<file path="config.mk">
export PLATFORM = sky130hd
export DESIGN_NAME = tile_result_drain
export DESIGN_NICKNAME = d
export VERILOG_FILES = /design/src/rtl/tile_result_drain_pkg.sv /design/src/rtl/tile_result_drain_addr_gen.sv /design/src/rtl/tile_result_drain.sv
export SDC_FILE = /design/constraint.sdc
export NUM_CORES = 1
export LEC_CHECK = 0
export BUFFER_PORTS_ARGS = -buffer_cell sky130_fd_sc_hd__clkbuf_2
export CORE_UTILIZATION = 30
export DETAILED_ROUTE_END_ITERATION = 6
export PLACE_DENSITY = 0.61
export SKIP_LAST_GASP = 1
export SLEW_MARGIN = 10
export SYNTH_ARGS = -nofsm -noshare
export SYNTH_HDL_FRONTEND = slang
export SYNTH_SLANG_ARGS = --single-unit
</file>
<file path="constraint.sdc">
create_clock -name clk -period 11.62 [get_ports clk]
set_input_delay 0.581 -clock clk [delete_from_list [all_inputs] [get_ports clk]]
set_output_delay 0.581 -clock clk [all_outputs]
set_load 0.02 [all_outputs]
</file>
<file path="src/rtl/tile_result_drain_pkg.sv">
// Shared systolic-array definitions for the result drain path:
// default widths, drain FSM states and tile geometry helpers.
package tile_result_drain_pkg;

    localparam int DATA_WIDTH_DEF = 8;
    localparam int ACC_WIDTH_DEF  = 16;
    localparam int TILE_DEF       = 4;

    typedef enum logic [1:0] {
        ST_IDLE,
        ST_DRAIN,
        ST_DONE
    } drain_state_e;

    function automatic int tiles_per_row(input int n_size, input int tile);
        return n_size / tile;
    endfunction

endpackage

</file>
<file path="src/rtl/tile_result_drain_addr_gen.sv">
// tile_addr_gen: maps (tile index, element index) to the row-major
// address of that element in the C matrix.
module tile_addr_gen
    import tile_result_drain_pkg::*;
#(
    parameter int TILE   = TILE_DEF,
    parameter int N_SIZE = 12,
    parameter int ADDR_W = 10,
    parameter int TIDX_W = 4,
    parameter int ELEM_W = 4
) (
    input  logic [TIDX_W-1:0] tile_idx,
    input  logic [ELEM_W-1:0] elem,
    output logic [ADDR_W-1:0] wr_addr
);

    localparam int TPR = tiles_per_row(N_SIZE, TILE);

    int unsigned ti;
    int unsigned el;
    int unsigned row;
    int unsigned col;

    always_comb begin
        ti      = 32'(tile_idx);
        el      = 32'(elem);
        row     = (ti / TPR) * TILE + el / TILE;
        col     = (ti % TPR) * TILE + el % TILE;
        wr_addr = ADDR_W'(row * N_SIZE + col);
    end

endmodule

</file>
<file path="src/rtl/tile_result_drain.sv">
// Drains finished systolic tiles into C memory, one element per write.
// Build option: TILE_RESULT_SATURATE_EN clamps elements instead of truncating.
module tile_result_drain
    import tile_result_drain_pkg::*;
#(
    parameter int DATA_WIDTH = DATA_WIDTH_DEF,
    parameter int ACC_WIDTH  = ACC_WIDTH_DEF,
    parameter int TILE       = TILE_DEF,
    parameter int M_SIZE     = 12,
    parameter int N_SIZE     = 12,
    parameter int ADDR_W     = 10
) (
    input  logic                           clk,
    input  logic                           rst_n,
    input  logic                           start,
    input  logic                           tile_valid,
    output logic                           tile_ready,
    input  logic [TILE*TILE*ACC_WIDTH-1:0] tile_data,
    output logic                           wr_valid,
    input  logic                           wr_ready,
    output logic [ADDR_W-1:0]              wr_addr,
    output logic [DATA_WIDTH-1:0]          wr_data,
    output logic                           busy,
    output logic                           done
);

    localparam int NUM_TILES = (M_SIZE / TILE) * tiles_per_row(N_SIZE, TILE);
    localparam int NELEM     = TILE * TILE;
    localparam int TIDX_W    = (NUM_TILES > 1) ? $clog2(NUM_TILES) : 1;
    localparam int ELEM_W    = $clog2(NELEM);

    if ((M_SIZE % TILE) != 0 || (N_SIZE % TILE) != 0) begin : g_bad_tiling
        $error("M_SIZE and N_SIZE must be multiples of TILE");
    end
    if (longint'(M_SIZE) * longint'(N_SIZE) > (longint'(1) << ADDR_W)) begin : g_bad_addr
        $error("ADDR_W too narrow for M_SIZE*N_SIZE");
    end
    if (ACC_WIDTH <= DATA_WIDTH) begin : g_bad_width
        $error("ACC_WIDTH must exceed DATA_WIDTH");
    end

    drain_state_e state_q;
    drain_state_e state_d;

    logic [TIDX_W-1:0]    tile_idx;
    logic [ELEM_W-1:0]    elem;
    logic [ACC_WIDTH-1:0] tile_q [NELEM];
    logic [ACC_WIDTH-1:0] elem_val;
    logic                 elem_last;
    logic                 tile_last;

    assign elem_last = (elem == ELEM_W'(NELEM - 1));
    assign tile_last = (tile_idx == TIDX_W'(NUM_TILES - 1));

    always_ff @(posedge clk or negedge rst_n) begin
        if (!rst_n) state_q <= ST_IDLE;
        else        state_q <= state_d;
    end

    always_comb begin
        state_d    = state_q;
        tile_ready = 1'b0;
        wr_valid   = 1'b0;
        busy       = 1'b0;
        done       = 1'b0;
        unique case (state_q)
            ST_IDLE: begin
                tile_ready = 1'b1;
                if (!start && tile_valid) state_d = ST_DRAIN;
            end
            ST_DRAIN: begin
                wr_valid = 1'b1;
                busy     = 1'b1;
                if (wr_ready && elem_last)
                    state_d = tile_last ? ST_DONE : ST_IDLE;
            end
            ST_DONE: begin
                done    = 1'b1;
                state_d = ST_IDLE;
            end
            default: state_d = ST_IDLE;
        endcase
    end

    // start wins over tile_valid: the tile offered alongside it is dropped
    always_ff @(posedge clk or negedge rst_n) begin
        if (!rst_n) begin
            tile_idx <= '0;
            elem     <= '0;
            for (int e = 0; e < NELEM; e++) tile_q[e] <= '0;
        end else begin
            unique case (state_q)
                ST_IDLE: begin
                    if (start) begin
                        tile_idx <= '0;
                    end else if (tile_valid) begin
                        elem <= '0;
                        for (int e = 0; e < NELEM; e++)
                            tile_q[e] <= tile_data[e*ACC_WIDTH +: ACC_WIDTH];
                    end
                end
                ST_DRAIN: begin
                    if (wr_ready) begin
                        if (elem_last) begin
                            elem <= '0;
                            if (!tile_last) tile_idx <= tile_idx + TIDX_W'(1);
                        end else begin
                            elem <= elem + ELEM_W'(1);
                        end
                    end
                end
                ST_DONE: tile_idx <= '0;
                default: tile_idx <= '0;
            endcase
        end
    end

    tile_addr_gen #(
        .TILE   (TILE),
        .N_SIZE (N_SIZE),
        .ADDR_W (ADDR_W),
        .TIDX_W (TIDX_W),
        .ELEM_W (ELEM_W)
    ) u_addr_gen (
        .tile_idx (tile_idx),
        .elem     (elem),
        .wr_addr  (wr_addr)
    );

    assign elem_val = tile_q[elem];

`ifdef TILE_RESULT_SATURATE_EN
    assign wr_data = (|elem_val[ACC_WIDTH-1:DATA_WIDTH]) ?
                     {DATA_WIDTH{1'b1}} : elem_val[DATA_WIDTH-1:0];
`else
    logic unused_hi;
    assign unused_hi = ^elem_val[ACC_WIDTH-1:DATA_WIDTH];
    assign wr_data   = elem_val[DATA_WIDTH-1:0];
`endif

endmodule
</file>
==> impl_results.md, run 1 <==
* RePlAce Congestion at 0.755
* RSZ-0062 raised after global routing: no
* Final setup viols at 0
* Synth top cells by count: 138 x dfrtp_1, 129 x mux2_2, 40 x mux4_2
* Synth warn at 0
* Initial drt markers at 172
* Slew @ Worst Pin at 1.01 ns
* Die ar. at 24200 um^2
* Hold-fix buffers, CTS at 0
* Placed Cells at 938
* Part of the cycle the worst path needs at 48.2%
* Total power draw at 2.94 mW
* Hold Fails Final Rpt at 0
* H-tree depth at 4
* Worst Setup SP: tile_idx[2]$_DFFE_PN0P_
* Setup TNS at 0 ns
* Fmax at 178 MHz
* Post-Synthesis Cells at 499
* DRT antenna net count at 0
* Placed cell areas at 8130 um^2
* Top-count cell post-synth: dfrtp_1
* Final nets at 927
* WL/cell at 16.6 um
* Pwr Density at 339 nW/um^2
* Post-synth top area share at 48.8%
* IO Port Bufs at 154
* Post-route cell area at 8680 um^2
* Share of synthesized cell area in and, or, nand and nor gates at 4.03%
* Critical path class: reg2out
* Slew HR at 32.5%
* Placeable Area at 22900 um^2
* GRT overflow at 0
* # Post-CTS Setup Buffers at 0
* GRT Util Overall at 14.6%
* EDFF count, synth at 0
* Maxcap violations at 0
* Asr flop ratio synth at 100%
* Later-pin clock latency in the skew report at 0.41 ns
* Initial core utilization at 30.9%
* Synth Area in XOR/XNOR at 1.61%
* Final WL at 16100 um
* CP Max Fanout at 11
* Fin crit period at 5.60 ns
* Type of element launching the critical path: flop
* Post-synth top area cell: dfrtp_1
* Clock transition at path regs at 0.05 ns
* Ys flop type: dfrtp_1
* Worst hold margin at 0.205 ns
* Seq cells post-synth at 138
* CTS sink count at 138
* Wire length of the first global-routing pass at 26600 um
* Vias at 4552
* DR vias/cell at 4.69
* ANT cells at 0
* Row cnt at 55
* Mux cell area share after synthesis at 33.5%
* Die Span Y at 156 um
* Worst Skew at 0.00728 ns
* Fin. max-slew vios at 0
* TritonCTS clock tree: done
* Num CTS Buffers at 17
* Share of layout cells above drive strength 1 at 55.4%
* Library cells used by synthesis at 46
* Die W at 156 um
* Non-Filler Instances at 970
* Root Driver: clkbuf_16
* Worst path required time at 11.04 ns
* Area grow syn2layout at 22.6%
* Clk buf depth at 2
* Worst setup EP type: primary output
* Critical Path AT at 5.02 ns
* Hold WC Path Type: in2async
* Max VDD drop at 140 uV
* Reg-to-Reg Start: elem[1]$_DFFE_PN0P_
* Drt drc at 0
* Synth Cell Area at 7080 um^2
* Sequential element share of the synthesized area at 48.8%
* Post-Synth Adder-Cell Area at 4.10%
* Post-synth net total at 782
* Largest family of logic cells by synthesized area: multiplexers
* Post-CTS Resized at 0
* Largest net degree at the start of global routing at 81
* Synth Area in Compound Gates at 4.83%
* Vias in the first global route at 4815
* Status: completed
* Avg Cell Area, Syn at 14.2 um^2
* Synth area leaders: dfrtp_1 49%, mux2_2 21%, mux4_2 13%, ha_1 3.5%, xnor2_1 1.5%
* LEAKAGE at 3.84 nW
* I/O pins at 283
* Initial antenna violation count at 0
* Drt first pass iters at 4
* DP Wirelength at 11600 um
report_power, final:
part           internal [mW]  switching (mW)
sequential             0.720           0.187
clock                  0.305           0.198
combinational          0.772           0.761
total                   1.80            1.15
kinds of logic after synthesis:
group,count (synthesis)
muxes,170
DFF,138
and+or+nand+nor,54
AOI/OAI and AO/OA,51
buffers and inverters,51
adders and majority gates,22
xor gates and xnor gates,13
layout make-up:
type	count	area, um^2
fillers	2240	14200
clock buffers	25	475
flip-flops and latches	138	3460
repair buffers	158	807
clock inverters	7	67.6
multi-input cells	310	3410
inverters	19	73.8
well taps	313	392
worst max-delay path: stages, from the launching register on:
cell and delay, ns:
dfrtp_1 0.52, inv_1 0.16, nor2_1 0.13, ha_1 0.31, nand2b_1 0.16, a31oi_4 0.35
xnor2_1 0.17, ha_1 0.25, nor2b_1 0.17, nand2b_1 0.13, inv_1 0.16, mux2_2 0.38
ha_1 0.28, a21o_1 0.18, a21oi_1 0.24, a21oi_1 0.14, o41ai_1 0.37, xnor2_1 0.18
xnor2_1 0.14, clkbuf_2 0.19
metal layers:
metal / vias up / routed length, um / global-route usage [%]
met4: 0 / 168 / 4.06
met3: 14 / 959 / 4.31
met2: 117 / 7100 / 21.7
met5: - / 0 / 0
met1: 2289 / 7900 / 20.7
li1: 2132 / - / -
state kept, by name (all words and copies together) (netlist names):
| signal | count |
|---|---|
| elem | 4 |
| tile_q | 128 |
| tile_idx | 4 |
| state_q | 2 |
cell usage in the layout (no fill, tap or decap), types with 3 or more instances in the layout:
| cell | count |
|---|---|
| nor2b_1 | 8 |
| buf_4 | 4 |
| nor3_1 | 3 |
| nor2_1 | 10 |
| a211oi_1 | 3 |
| mux2_2 | 129 |
| nand2_1 | 12 |
| a21oi_1 | 12 |
| clkbuf_1 | 6 |
| mux4_2 | 40 |
| clkinvlp_4 | 3 |
| clkbuf_2 | 153 |
| nand2b_1 | 6 |
| ha_1 | 20 |
| nand3_1 | 5 |
| o21ai_0 | 16 |
| xnor2_1 | 12 |
| a21o_1 | 6 |
| clkbuf_16 | 17 |
| dfrtp_1 | 136 |
| clkinv_2 | 3 |
| inv_1 | 17 |
final timing paths:
check	end	slack, ns	cells after the start
max in group asynchronous	tile_idx[2]$_DFFE_PN0P_	10.10	2
hold / removal	tile_q[38]$_DFFE_PN0P_	0.20	1
setup reg to reg	tile_idx[3]$_DFFE_PN0P_	8.95	7
min in group clk	tile_q[2]$_DFFE_PN0P_	0.39	2
hold reg to reg	tile_q[212]$_DFFE_PN0P_	0.50	1
setup / recovery	wr_addr[9]	6.02	19
metrics by stage:
stage / setup WS (ns) / util [%]
floorplan: 6.99 / -
global placement: 6.52 / 35.5
detailed placement: 6.51 / 35.5
CTS: 6.01 / 37.9
global route: 5.50 / 37.9
finish: 6.02 / 37.9
No activity file was read; power rests on OpenSTA's default activity.
==> inputs of run 2 (changes only) <==
Clock period 11.62 ns to 5.7 ns, I/O delays scaled along.
==> run 2 against run 1 <==
Effect of this change: critical path type unchanged; largest power group unchanged; non-clock buffer count rose by 1; via count decreased by 0.11%; critical path depth stayed put; critical endpoint unchanged; total power rose by 100%; sequential share of layout area down 0.094 points; first-iteration DRC count down 6.4%.
==> impl_results.md, run 2 (same netlist as run 1, synthesis figures left out) <==
* DP Wirelength at 11600 um
* Share of layout cells above drive strength 1 at 55.8%
* Later-pin clock latency in the skew report at 0.41 ns
* Initial core utilization at 30.9%
* Hold WC Path Type: in2reg
* Reg-to-Reg Start: elem[1]$_DFFE_PN0P_
* Maxcap violations at 0
* Most frequent cells in the layout: 153 x clkbuf_2, 135 x dfrtp_1, 129 x mux2_2, 40 x mux4_2, 20 x ha_1
* Status: completed
* GRT Util Overall at 14.6%
* Worst Skew at 0.00724 ns
* Worst setup EP type: primary output
* Pwr Density at 691 nW/um^2
* TritonCTS clock tree: done
* Hold Crit Depth at 2
* Area grow syn2layout at 22.9%
* Largest Register: tile_q
* Slew @ Worst Pin at 1.01 ns
* Drt drc at 0
* Hold_sp: tile_data[242]
* # fillers at 2240
* Vias at 4547
* DR vias/cell at 4.68
* Top Registers: tile_q x128, elem x4, tile_idx x4
* Setup TNS at 0 ns
* Num CTS Buffers at 17
* Hold Fails Final Rpt at 0
* LEAKAGE at 3.85 nW
* Worst slack, placed at 0.883 ns
* I/O pins at 283
* RePlAce Congestion at 0.755
* Die Span Y at 156 um
* Type of element launching the critical path: flop
* Root Driver: clkbuf_16
* CTS sink count at 138
* ANT cells at 0
* Worst path required time at 5.41 ns
* Worst R2R Setup Slack at 3.03 ns
* Largest net degree at the start of global routing at 81
* Slew HR at 32.9%
* WL/cell at 16.7 um
* Fin crit period at 5.08 ns
* Critical path class: reg2out
* H-tree depth at 4
* Vias in the first global route at 4821
* Drt first pass iters at 4
* Worst hold path endpoint: tile_q[2]$_DFFE_PN0P_
* RR Endpoint: tile_idx[3]$_DFFE_PN0P_
* Final WS setup at 0.621 ns
* CP cell instances: inv_1, nor2_1, ha_1, nand2b_1, a31oi_4, xnor2_1, ha_1, nor2b_1, nand2b_1, inv_1, mux2_2, ha_1, a21o_1, a21oi_1, a21oi_1, o41ai_2, xnor2_1, xnor2_1, clkbuf_2
* Final setup viols at 0
* Clock transition at path regs at 0.06 ns
* Final WL at 16200 um
* Max VDD drop at 284 uV
* RSZ-0062 raised after global routing: no
* Die W at 156 um
* CP max stage delay at 0.47 ns
* CP max stage cell: dfrtp_2
* Most common cell after layout, fill and taps aside: clkbuf_2
* CP Max Fanout at 11
* Die ar. at 24200 um^2
* Critical Path AT at 4.79 ns
* GRT overflow at 0
* DRT antenna net count at 0
* Row cnt at 55
* Initial antenna violation count at 0
* Final nets at 928
* Initial drt markers at 161
* Part of the cycle the worst path needs at 89.1%
* Wire length of the first global-routing pass at 26600 um
* Reg2reg path depth at 7
* Fmax at 197 MHz
* Max reg flops at 128
* IO Port Bufs at 154
* Placeable Area at 22900 um^2
* Fin. max-slew vios at 0
* Clk buf depth at 2
-- run 2: worst max-delay path, delay by kind of cell (launching register included) --
| family | cells | cell delay (ns) |
|---|---|---|
| AOI/OAI and AO/OA | 5 | 1.15 |
| buffers and inverters | 3 | 0.49 |
| muxes | 1 | 0.38 |
| xor gates and xnor gates | 3 | 0.48 |
| adders and majority gates | 3 | 0.86 |
| and+or+nand+nor | 4 | 0.58 |
| DFF | 1 | 0.47 |
-- run 2: through the flow --
stage               power [mW]  area [um^2]  util [%]  cells  hold WS [ns]
floorplan                 4.13         7080         -    499       -0.0106
CTS                       6.11         8690      37.9    971        0.0730
detailed placement        5.05         8130      35.5    938         0.385
global route              6.53         8700      38.0    971        0.0724
finish                    6.01         8700      38.0    971        0.0936
global placement          5.01         8130      35.5    938         0.389
-- run 2: metal layers --
layer	global-route usage, %	wire length (um)	share of wire (%)	vias to the layer above
li1	-	-	-	2134
met1	20.7	7940	49	2286
met2	21.7	7120	44	113
met3	4.31	953	5.9	14
met4	4.06	168	1.0	0
met5	0	0	0	-
-- run 2: area by class of cell --
type / count / area [um^2] / share of cell area [%]
clock buffers: 25 / 475 / 5.46
clock inverters: 7 / 67.6 / 0.777
inverters: 19 / 73.8 / 0.848
multi-input cells: 310 / 3420 / 39.3
flip-flops and latches: 138 / 3460 / 39.7
well taps: 313 / 392 / 4.50
repair buffers: 159 / 817 / 9.39
-- run 2: power breakdown --
part           internal (mW)  switching (mW)
logic                   1.58            1.55
clock network          0.621           0.404
registers               1.47           0.383
total                   3.67            2.34
-- run 2: worst max-delay path by stage --
stage	start	endpoint	slack (ns)	depth (start not counted)
CTS	tile_idx[2]$_DFFE_PN0P_	wr_addr[9]	0.39	19
global route	tile_idx[2]$_DFFE_PN0P_	wr_addr[8]	0.1	20
global placement	tile_idx[2]$_DFFE_PN0P_	wr_addr[9]	0.89	19
floorplan	tile_idx[0]$_DFFE_PN0P_	wr_addr[9]	1.36	18
finish	tile_idx[2]$_DFFE_PN0P_	wr_addr[9]	0.62	19
detailed placement	tile_idx[2]$_DFFE_PN0P_	wr_addr[9]	0.88	19
-- run 2: timing repair --
item                                    4_1_cts  5_1_grt
endpoints found under the setup margin        0        2
gates resized for setup                       0        3
hold buffers                                  1        0
buffers inserted                              0        0
hold endpoints to repair                     79        0
